### src/rtl/mux2_32_arbiter_if.sv
// Bus bundle between the two producers, the shared 2:1 datapath and the consumer.
// The master side drives requests and data words.
// The slave side, the arbiter, returns grants, the mux select and the registered word.
interface mux2_32_arbiter_if;
    logic        reqA;
    logic        reqB;
    logic [31:0] A;
    logic [31:0] B;
    logic        gntA;
    logic        gntB;
    logic        S;
    logic [31:0] Y;
    logic        valid;

    modport master (
        output reqA, reqB, A, B,
        input  gntA, gntB, S, Y, valid
    );

    modport slave (
        input  reqA, reqB, A, B,
        output gntA, gntB, S, Y, valid
    );
endinterface

### src/rtl/mux2_32_arbiter.sv
// Two-requester round-robin arbiter in front of a shared 32-bit 2:1 mux.
// Grants are registered, and so are the select S and the output word Y/valid.
// While the other side is waiting, an owner keeps the datapath for at most
// MAX_BURST transfers.
module mux2_32_arbiter #(
    parameter int MAX_BURST = 4,
    parameter int CW        = 2
) (
    input  logic               clk,
    input  logic               reset,
    mux2_32_arbiter_if.slave   bus
);
    typedef enum logic [1:0] {IDLE, GRANT_A, GRANT_B} state_t;

    localparam logic [CW-1:0] CNT_MAX = CW'(MAX_BURST - 1);

    state_t        state, state_nx;
    logic [CW-1:0] count, count_nx;
    logic          last_owner, last_nx;  // 0 = A, 1 = B
    logic          s_q, s_nx;
    logic [31:0]   y_q;
    logic          valid_q;
    logic          xfer;

    // A word moves whenever the current owner is still requesting.
    assign xfer = (state == GRANT_A && bus.reqA) || (state == GRANT_B && bus.reqB);

    // Next-state logic: ownership arbitration and the tenure counter.
    always_comb begin
        state_nx = state;
        count_nx = count;
        last_nx  = last_owner;
        s_nx     = s_q;
        unique case (state)
            IDLE: begin
                count_nx = '0;
                // When both request, the side that did not own last wins.
                if (bus.reqA && (!bus.reqB || last_owner))
                    state_nx = GRANT_A;
                else if (bus.reqB)
                    state_nx = GRANT_B;
            end
            GRANT_A: begin
                if (!bus.reqA) begin
                    count_nx = '0;
                    state_nx = bus.reqB ? GRANT_B : IDLE;
                end else if (bus.reqB && count == CNT_MAX) begin
                    count_nx = '0;
                    state_nx = GRANT_B;
                end else if (count != CNT_MAX) begin
                    count_nx = count + 1'b1;
                end
            end
            GRANT_B: begin
                if (!bus.reqB) begin
                    count_nx = '0;
                    state_nx = bus.reqA ? GRANT_A : IDLE;
                end else if (bus.reqA && count == CNT_MAX) begin
                    count_nx = '0;
                    state_nx = GRANT_A;
                end else if (count != CNT_MAX) begin
                    count_nx = count + 1'b1;
                end
            end
            default: state_nx = IDLE;
        endcase
        // The select and the last owner only move when a new grant begins.
        // In IDLE the select holds, so the mux output does not glitch.
        if (state_nx == GRANT_A && state != GRANT_A) begin
            s_nx    = 1'b0;
            last_nx = 1'b0;
        end else if (state_nx == GRANT_B && state != GRANT_B) begin
            s_nx    = 1'b1;
            last_nx = 1'b1;
        end
    end

    // State and datapath registers, with synchronous reset.
    always_ff @(posedge clk) begin
        if (reset) begin
            state      <= IDLE;
            count      <= '0;
            last_owner <= 1'b1;
            s_q        <= 1'b0;
            y_q        <= '0;
            valid_q    <= 1'b0;
        end else begin
            state      <= state_nx;
            count      <= count_nx;
            last_owner <= last_nx;
            s_q        <= s_nx;
            valid_q    <= xfer;
            if (xfer)
                y_q <= s_q ? bus.B : bus.A;
        end
    end

    assign bus.gntA  = (state == GRANT_A);
    assign bus.gntB  = (state == GRANT_B);
    assign bus.S     = s_q;
    assign bus.Y     = y_q;
    assign bus.valid = valid_q;
endmodule

### src/flat_wrapper.sv
// flat-port wrapper written by rule: the top's interface ports become plain ports
module mux2_32_arbiter_flat 
#(
    parameter int MAX_BURST = 4,
    parameter int CW        = 2
)
  (clk, reset, bus_reqA, bus_reqB, bus_A, bus_B, bus_gntA, bus_gntB, bus_S, bus_Y, bus_valid);
  mux2_32_arbiter_if bus_i ();
  input  logic clk;
  input  logic reset;
  input wire logic [$bits(bus_i.reqA)-1:0] bus_reqA;
  input wire logic [$bits(bus_i.reqB)-1:0] bus_reqB;
  input wire logic [$bits(bus_i.A)-1:0] bus_A;
  input wire logic [$bits(bus_i.B)-1:0] bus_B;
  output wire logic [$bits(bus_i.gntA)-1:0] bus_gntA;
  output wire logic [$bits(bus_i.gntB)-1:0] bus_gntB;
  output wire logic [$bits(bus_i.S)-1:0] bus_S;
  output wire logic [$bits(bus_i.Y)-1:0] bus_Y;
  output wire logic [$bits(bus_i.valid)-1:0] bus_valid;
  assign bus_i.reqA = bus_reqA;
  assign bus_i.reqB = bus_reqB;
  assign bus_i.A = bus_A;
  assign bus_i.B = bus_B;
  assign bus_gntA = bus_i.gntA;
  assign bus_gntB = bus_i.gntB;
  assign bus_S = bus_i.S;
  assign bus_Y = bus_i.Y;
  assign bus_valid = bus_i.valid;
  mux2_32_arbiter #(.MAX_BURST(MAX_BURST), .CW(CW)) u_core (.clk(clk), .reset(reset), .bus(bus_i));
endmodule
### config.mk
export PLATFORM = sky130hd
export DESIGN_NAME = mux2_32_arbiter_flat
export DESIGN_NICKNAME = d
export VERILOG_FILES = /design/src/rtl/mux2_32_arbiter_if.sv /design/src/rtl/mux2_32_arbiter.sv /design/src/flat_wrapper.sv
export SDC_FILE = /design/constraint.sdc
export NUM_CORES = 1
export LEC_CHECK = 0
export CORE_UTILIZATION = 30
export CTS_CLUSTER_DIAMETER = 40
export DETAILED_ROUTE_END_ITERATION = 12
export GPL_TIMING_DRIVEN = 0
export PLACE_DENSITY = 0.65
export REMOVE_ABC_BUFFERS = 1
export SYNTH_ARGS = -nofsm -noshare
export SYNTH_HDL_FRONTEND = slang
export SYNTH_SLANG_ARGS = --single-unit
### constraint.sdc
create_clock -name clk -period 2.3 [get_ports clk]
set_clock_uncertainty 0.2 [all_clocks]
set_input_delay 0.46 -clock clk [delete_from_list [all_inputs] [get_ports clk]]
set_output_delay 0.46 -clock clk [all_outputs]
set_load 0.01 [all_outputs]
* Word-level counts from Yosys, hierarchy flattened *
Index checks and enable logic that the tools add are counted.

cells by class
  eq/ne operators = 8
  reductions and logical operators = 14
  muxes and demuxes = 18
  add/subtract/negate cells = 1

operators with widths
  kind                 count
  $mux 32              1
  $mux 2               12
  $pmux 2 s3           2
  $logic_and 1x1->1    7
  $eq 2x2->1 const B   3
  $eq 2x1->1 const B   2
  $ne 2x2->1 const B   2
  $mux 1               3
  $reduce_bool 3->1    1
  $add 2x1->2 const B  1
  $logic_not 2->1      1
  $logic_or 1x1->1     2
  $ne 2x1->1 const B   1
  $reduce_bool 2->1    1
  $reduce_or 2->1      1
  $logic_not 1->1      1

storage, ports and cells
  flip-flop bits (word level) = 39
  word-level logic and storage cells = 47
  bits of input ports = 68
  output and inout port bits = 36

* Logic depth before layout (Yosys ltp) *
  depth after elaboration = 9
  mapped depth = 7
  gate-level depth less buffers = 7

* Least setup slack after synthesis *
OpenSTA, ideal clock, no wires.

  kind = reg2reg
  from = reg u_core.state[1]
  to = reg u_core.last_owner
  path slack = 400 ps
  data required time = 1,974 ps
  buffers on the path = 0
  arrival = 1,574 ps
  stages on the path, launching flop included = 8
  cell sequence = dfxtp_1 -> inv_1 -> ha_1 -> nand2_2 -> nor2_2 -> a222oi_1 -> or4_1 -> a2bb2oi_1

RTL lines
  what                                         line                                          source
  start, declared                              mux2_32_arbiter.sv:17                         state_t state, state_nx;
  start signal, assigned                       mux2_32_arbiter.sv:88                         state <= state_nx;
  $eq 2x1->1 (*)                               --
  via bus_gntA                                 flat_wrapper.sv:15                            output wire logic [$bits(bus_i.gntA)-1:0] bus_gntA;
  $pmux 2 s3 (*)                               mux2_32_arbiter.sv:34                         unique case (state)
  $eq 2x1->1 or $eq 2x2->1 (tied branches)     mux2_32_arbiter.sv:69, mux2_32_arbiter.sv:72
  $logic_and 1x1->1, on equally long branches  mux2_32_arbiter.sv:69, mux2_32_arbiter.sv:72
  $mux 1 or $reduce_bool 2->1 (tied branches)  --
  end signal, assigned                         mux2_32_arbiter.sv:90                         last_owner <= last_nx;
  end, declared                                mux2_32_arbiter.sv:19                         logic last_owner, last_nx;

The timed path passes the listed nets; every way through them passes the cells marked *.
A chain may end at the register's enable or synchronous reset.

* Worst setup path in the final report *
  from = reg u_core.state[0]
  to = out bus_gntB

between the ends
  word-level cells in the longest chain between the ends = 1

RTL lines
  what           line                   source
  $eq 2x2->1     mux2_32_arbiter.sv:99  assign bus.gntB = (state == GRANT_B);
  end, declared  flat_wrapper.sv:16     output wire logic [$bits(bus_i.gntB)-1:0] bus_gntB;

Every way passes these cells.

==> out/qor.json <==
{
  "yosys.area.top_type": "sky130_fd_sc_hd__dfxtp_1",
  "hold-worst-slack_ps": 298.9,
  "synth_area_leaders": "sky130_fd_sc_hd__dfxtp_1 42%, sky130_fd_sc_hd__mux2i_1 18%, sky130_fd_sc_hd__a211oi_1 13%, sky130_fd_sc_hd__nor2_1 7.1%, sky130_fd_sc_hd__ha_1 2.7%",
  "reg_area_um2": 782.0,
  "antenna-diode-count": 0,
  "part_of_the_yosys_area_used_for_sequential_elements_pct": 42.22,
  "irDropWorstVdd_uv": 375.3,
  "synth_top_cell_area_share_pct": 42.22,
  "die_h_um": 80.51,
  "syn-mean-instance-area_um2": 9.387,
  "worst_max_slew_pin_slew_ps": 746.5,
  "clock_tree_root_driver_cell": "sky130_fd_sc_hd__clkbuf_8",
  "mappedNetlistArea_um2": 1849,
  "antenna_found_initial": 0,
  "antenna_violating_nets_post_route": 0,
  "drcViolationCount": 0,
  "buffer_ports.inserted": 103,
  "place.detailed.hpwl_mm": 3.295,
  "worstPathMaxFanout": 6,
  "clock_sinks": 39,
  "timing.final.setup_violations": 0,
  "relSlewSlack_pct": 50.24,
  "finalCritPeriodShare_pct": 97.63,
  "numCtsBuffers": 5,
  "power_density_nw_per_um2": 786.9,
  "clk_pin_slew_worst_paths_ps": 70,
  "die_width_um": 80.51,
  "final-max-slew-violation-count": 0,
  "clock_tree_from_tritoncts": "yes",
  "clock_latency_ps": 280,
  "placementRows": 28,
  "max-clock-path-buffers": 2,
  "grt_pass1_wl_mm": 7.610,
  "layout-drive-gt1-share_pct": 5.822,
  "yosys_warnings": 0,
  "drt_first_iter_violations": 53,
  "totalWireLength_mm": 4.488,
  "synth_cell_types": 34,
  "cts_hold_buf": 0,
  "synth.ff_latch_count": 39,
  "area.growth.synth_to_final_pct": 63.46,
  "critPathArrivalTime_ps": 1590,
  "globalRouteOverflowTotal": 0,
  "via_per_inst": 4.845,
  "cap_viol_max_count": 0,
  "h_tree_depth_reported_by_cts": 2,
  "core_region_area_um2": 5921,
  "nFillCells": 586,
  "hold_class": "reg -> reg",
  "rsz_0062_raised_after_global_routing": "false",
  "crit_path_end_kind": "output pin",
  "routed_wire_length_per_instance_um": 12.23,
  "nets": 365,
  "gp_routability_congestion": 0.8079,
  "overall_global_routing_usage_pct": 15.12,
  "final_core_util_pct": 51.06,
  "start_kind": "flip-flop",
  "placed_cell_area_um2": 2940,
  "multi_input_area_um2": 989.7,
  "fin_area_um2": 3023,
  "io_pins": 104,
  "clock_period_minus_final_worst_setup_slack_ps": 2245,
  "cp.required_ps": 1640,
  "largest_net_degree_at_the_start_of_global_routing": 40,
  "leakagePower_uw": 0.001038,
  "syn-instance-count": 197,
  "hold_viol": 0,
  "run_status": "complete, no violations",
  "grt_pass1_vias": 1712,
  "vias": 1778,
  "tns_ps": 0,
  "floorplan.initialDensity_pct": 31.23,
  "fp.dieArea_um2": 6482,
  "fmax_ghz": 0.4454,
  "post-layout-total-power_uw": 2379,
  "timing.setup.critical_path_class": "reg -> out",
  "firstDrtPassIters": 4
}
## stage by stage
stage                     setup slack (ps)  std cells
final                                54.59        367
after global routing                 2.159        367
after CTS                            11.02        367
after detailed placement            -302.1        361
after global placement               -1021        359
after floorplan                     -118.9        181
## routing by layer
| metal | GRT usage [%] | share of wire [%] | up-vias |
|---|---|---|---|
| li1 | - | - | 912 |
| met1 | 16.75 | 41 | 807 |
| met2 | 27.20 | 51 | 54 |
| met3 | 3.977 | 6.7 | 5 |
| met4 | 5.893 | 1.2 | 0 |
| met5 | 0 | 0 | - |
## kinds of logic after synthesis
kind of cell	count (synthesis)	synth area share (%)
and+or+nand+nor	53	12.45
AOI/OAI and AO/OA	48	19.28
DFF	39	42.22
muxes	34	18.40
buffers and inverters	19	4.939
adders and majority gates	4	2.706
## cells in the mapped netlist
library cell                 n
sky130_fd_sc_hd__clkbuf_1    7
sky130_fd_sc_hd__dfxtp_1    39
sky130_fd_sc_hd__nor2_2      2
sky130_fd_sc_hd__a21oi_1     3
sky130_fd_sc_hd__a221oi_1    1
sky130_fd_sc_hd__or2_2       1
sky130_fd_sc_hd__buf_2       7
sky130_fd_sc_hd__nand3b_1    1
sky130_fd_sc_hd__or4_1       1
sky130_fd_sc_hd__nand2_1     4
sky130_fd_sc_hd__buf_6       1
sky130_fd_sc_hd__a2bb2oi_1   1
sky130_fd_sc_hd__nor2_1     35
sky130_fd_sc_hd__a222oi_1    1
sky130_fd_sc_hd__o21ai_0     1
sky130_fd_sc_hd__inv_1       3
sky130_fd_sc_hd__nand3_1     4
sky130_fd_sc_hd__nor2b_1     1
sky130_fd_sc_hd__a22oi_1     1
sky130_fd_sc_hd__o21ai_1     1
sky130_fd_sc_hd__nand4_1     1
sky130_fd_sc_hd__a211oi_1   32
sky130_fd_sc_hd__o21a_1      2
sky130_fd_sc_hd__mux2i_1    34
sky130_fd_sc_hd__o21ai_2     1
sky130_fd_sc_hd__buf_4       1
sky130_fd_sc_hd__ha_1        4
sky130_fd_sc_hd__o211a_1     1
sky130_fd_sc_hd__o41ai_1     1
sky130_fd_sc_hd__o22ai_1     1
sky130_fd_sc_hd__nand2_2     1
sky130_fd_sc_hd__a21boi_0    1
sky130_fd_sc_hd__nor3_1      1
sky130_fd_sc_hd__nand2b_1    1
## cells in the final DEF (no fill, tap or decap), types with 2 or more instances in the layout
| master | Yosys | routed |
|---|---|---|
| sky130_fd_sc_hd__clkdlybuf4s50_1 | 0 | 102 |
| sky130_fd_sc_hd__dfxtp_1 | 39 | 38 |
| sky130_fd_sc_hd__nor2_1 | 35 | 35 |
| sky130_fd_sc_hd__mux2i_1 | 34 | 34 |
| sky130_fd_sc_hd__a211oi_1 | 32 | 32 |
| sky130_fd_sc_hd__clkbuf_8 | 0 | 5 |
| sky130_fd_sc_hd__nand3_1 | 4 | 4 |
| sky130_fd_sc_hd__inv_1 | 3 | 3 |
| sky130_fd_sc_hd__nand2_1 | 4 | 3 |
| sky130_fd_sc_hd__a21oi_1 | 3 | 3 |
| sky130_fd_sc_hd__nor2_2 | 2 | 2 |
| sky130_fd_sc_hd__o21a_1 | 2 | 2 |
| sky130_fd_sc_hd__ha_1 | 4 | 2 |
| sky130_fd_sc_hd__ha_2 | 0 | 2 |
## cell type report
cell class	instances	area share, %
clock buffers	6	2.401
flip-flops and latches	39	25.87
well taps	75	3.104
inverters	3	0.3725
multi-input cells	139	32.74
repair buffers	105	35.51
## critical path, cell delays in order (launching register included)
cell,delay (ps)
sky130_fd_sc_hd__dfxtp_1,360
sky130_fd_sc_hd__inv_1,130
sky130_fd_sc_hd__ha_2,250
sky130_fd_sc_hd__clkdlybuf4s50_1,560
## worst paths after layout
path | startpoint | end | slack, ps | cells after the start
setup / recovery | u_core.state[0] | bus_gntB | 50 | 3
hold / removal | u_core.bus.Y[14] | u_core.bus.Y[14] | 300 | 2
setup reg to reg | u_core.state[1] | u_core.last_owner | 280 | 7
hold reg to reg | u_core.bus.Y[14] | u_core.bus.Y[14] | 300 | 2
## timing repair
action	4_1_cts	5_1_grt
setup endpoints to repair	1	2
setup buffers	0	0
resized for setup	1	2
## power by group
part / switching, µW / internal (µW)
logic: 467 / 594
clock network: 206 / 202
registers: 90.1 / 819
total: 763 / 1620
## flip-flops by register name, summed over array words and instances (netlist names)
signal,count
u_core.bus.S,1
u_core.bus.Y,32
u_core.bus.valid,1
u_core.count,2
u_core.last_owner,1
u_core.state,2
(Power assumes the default switching activity.)
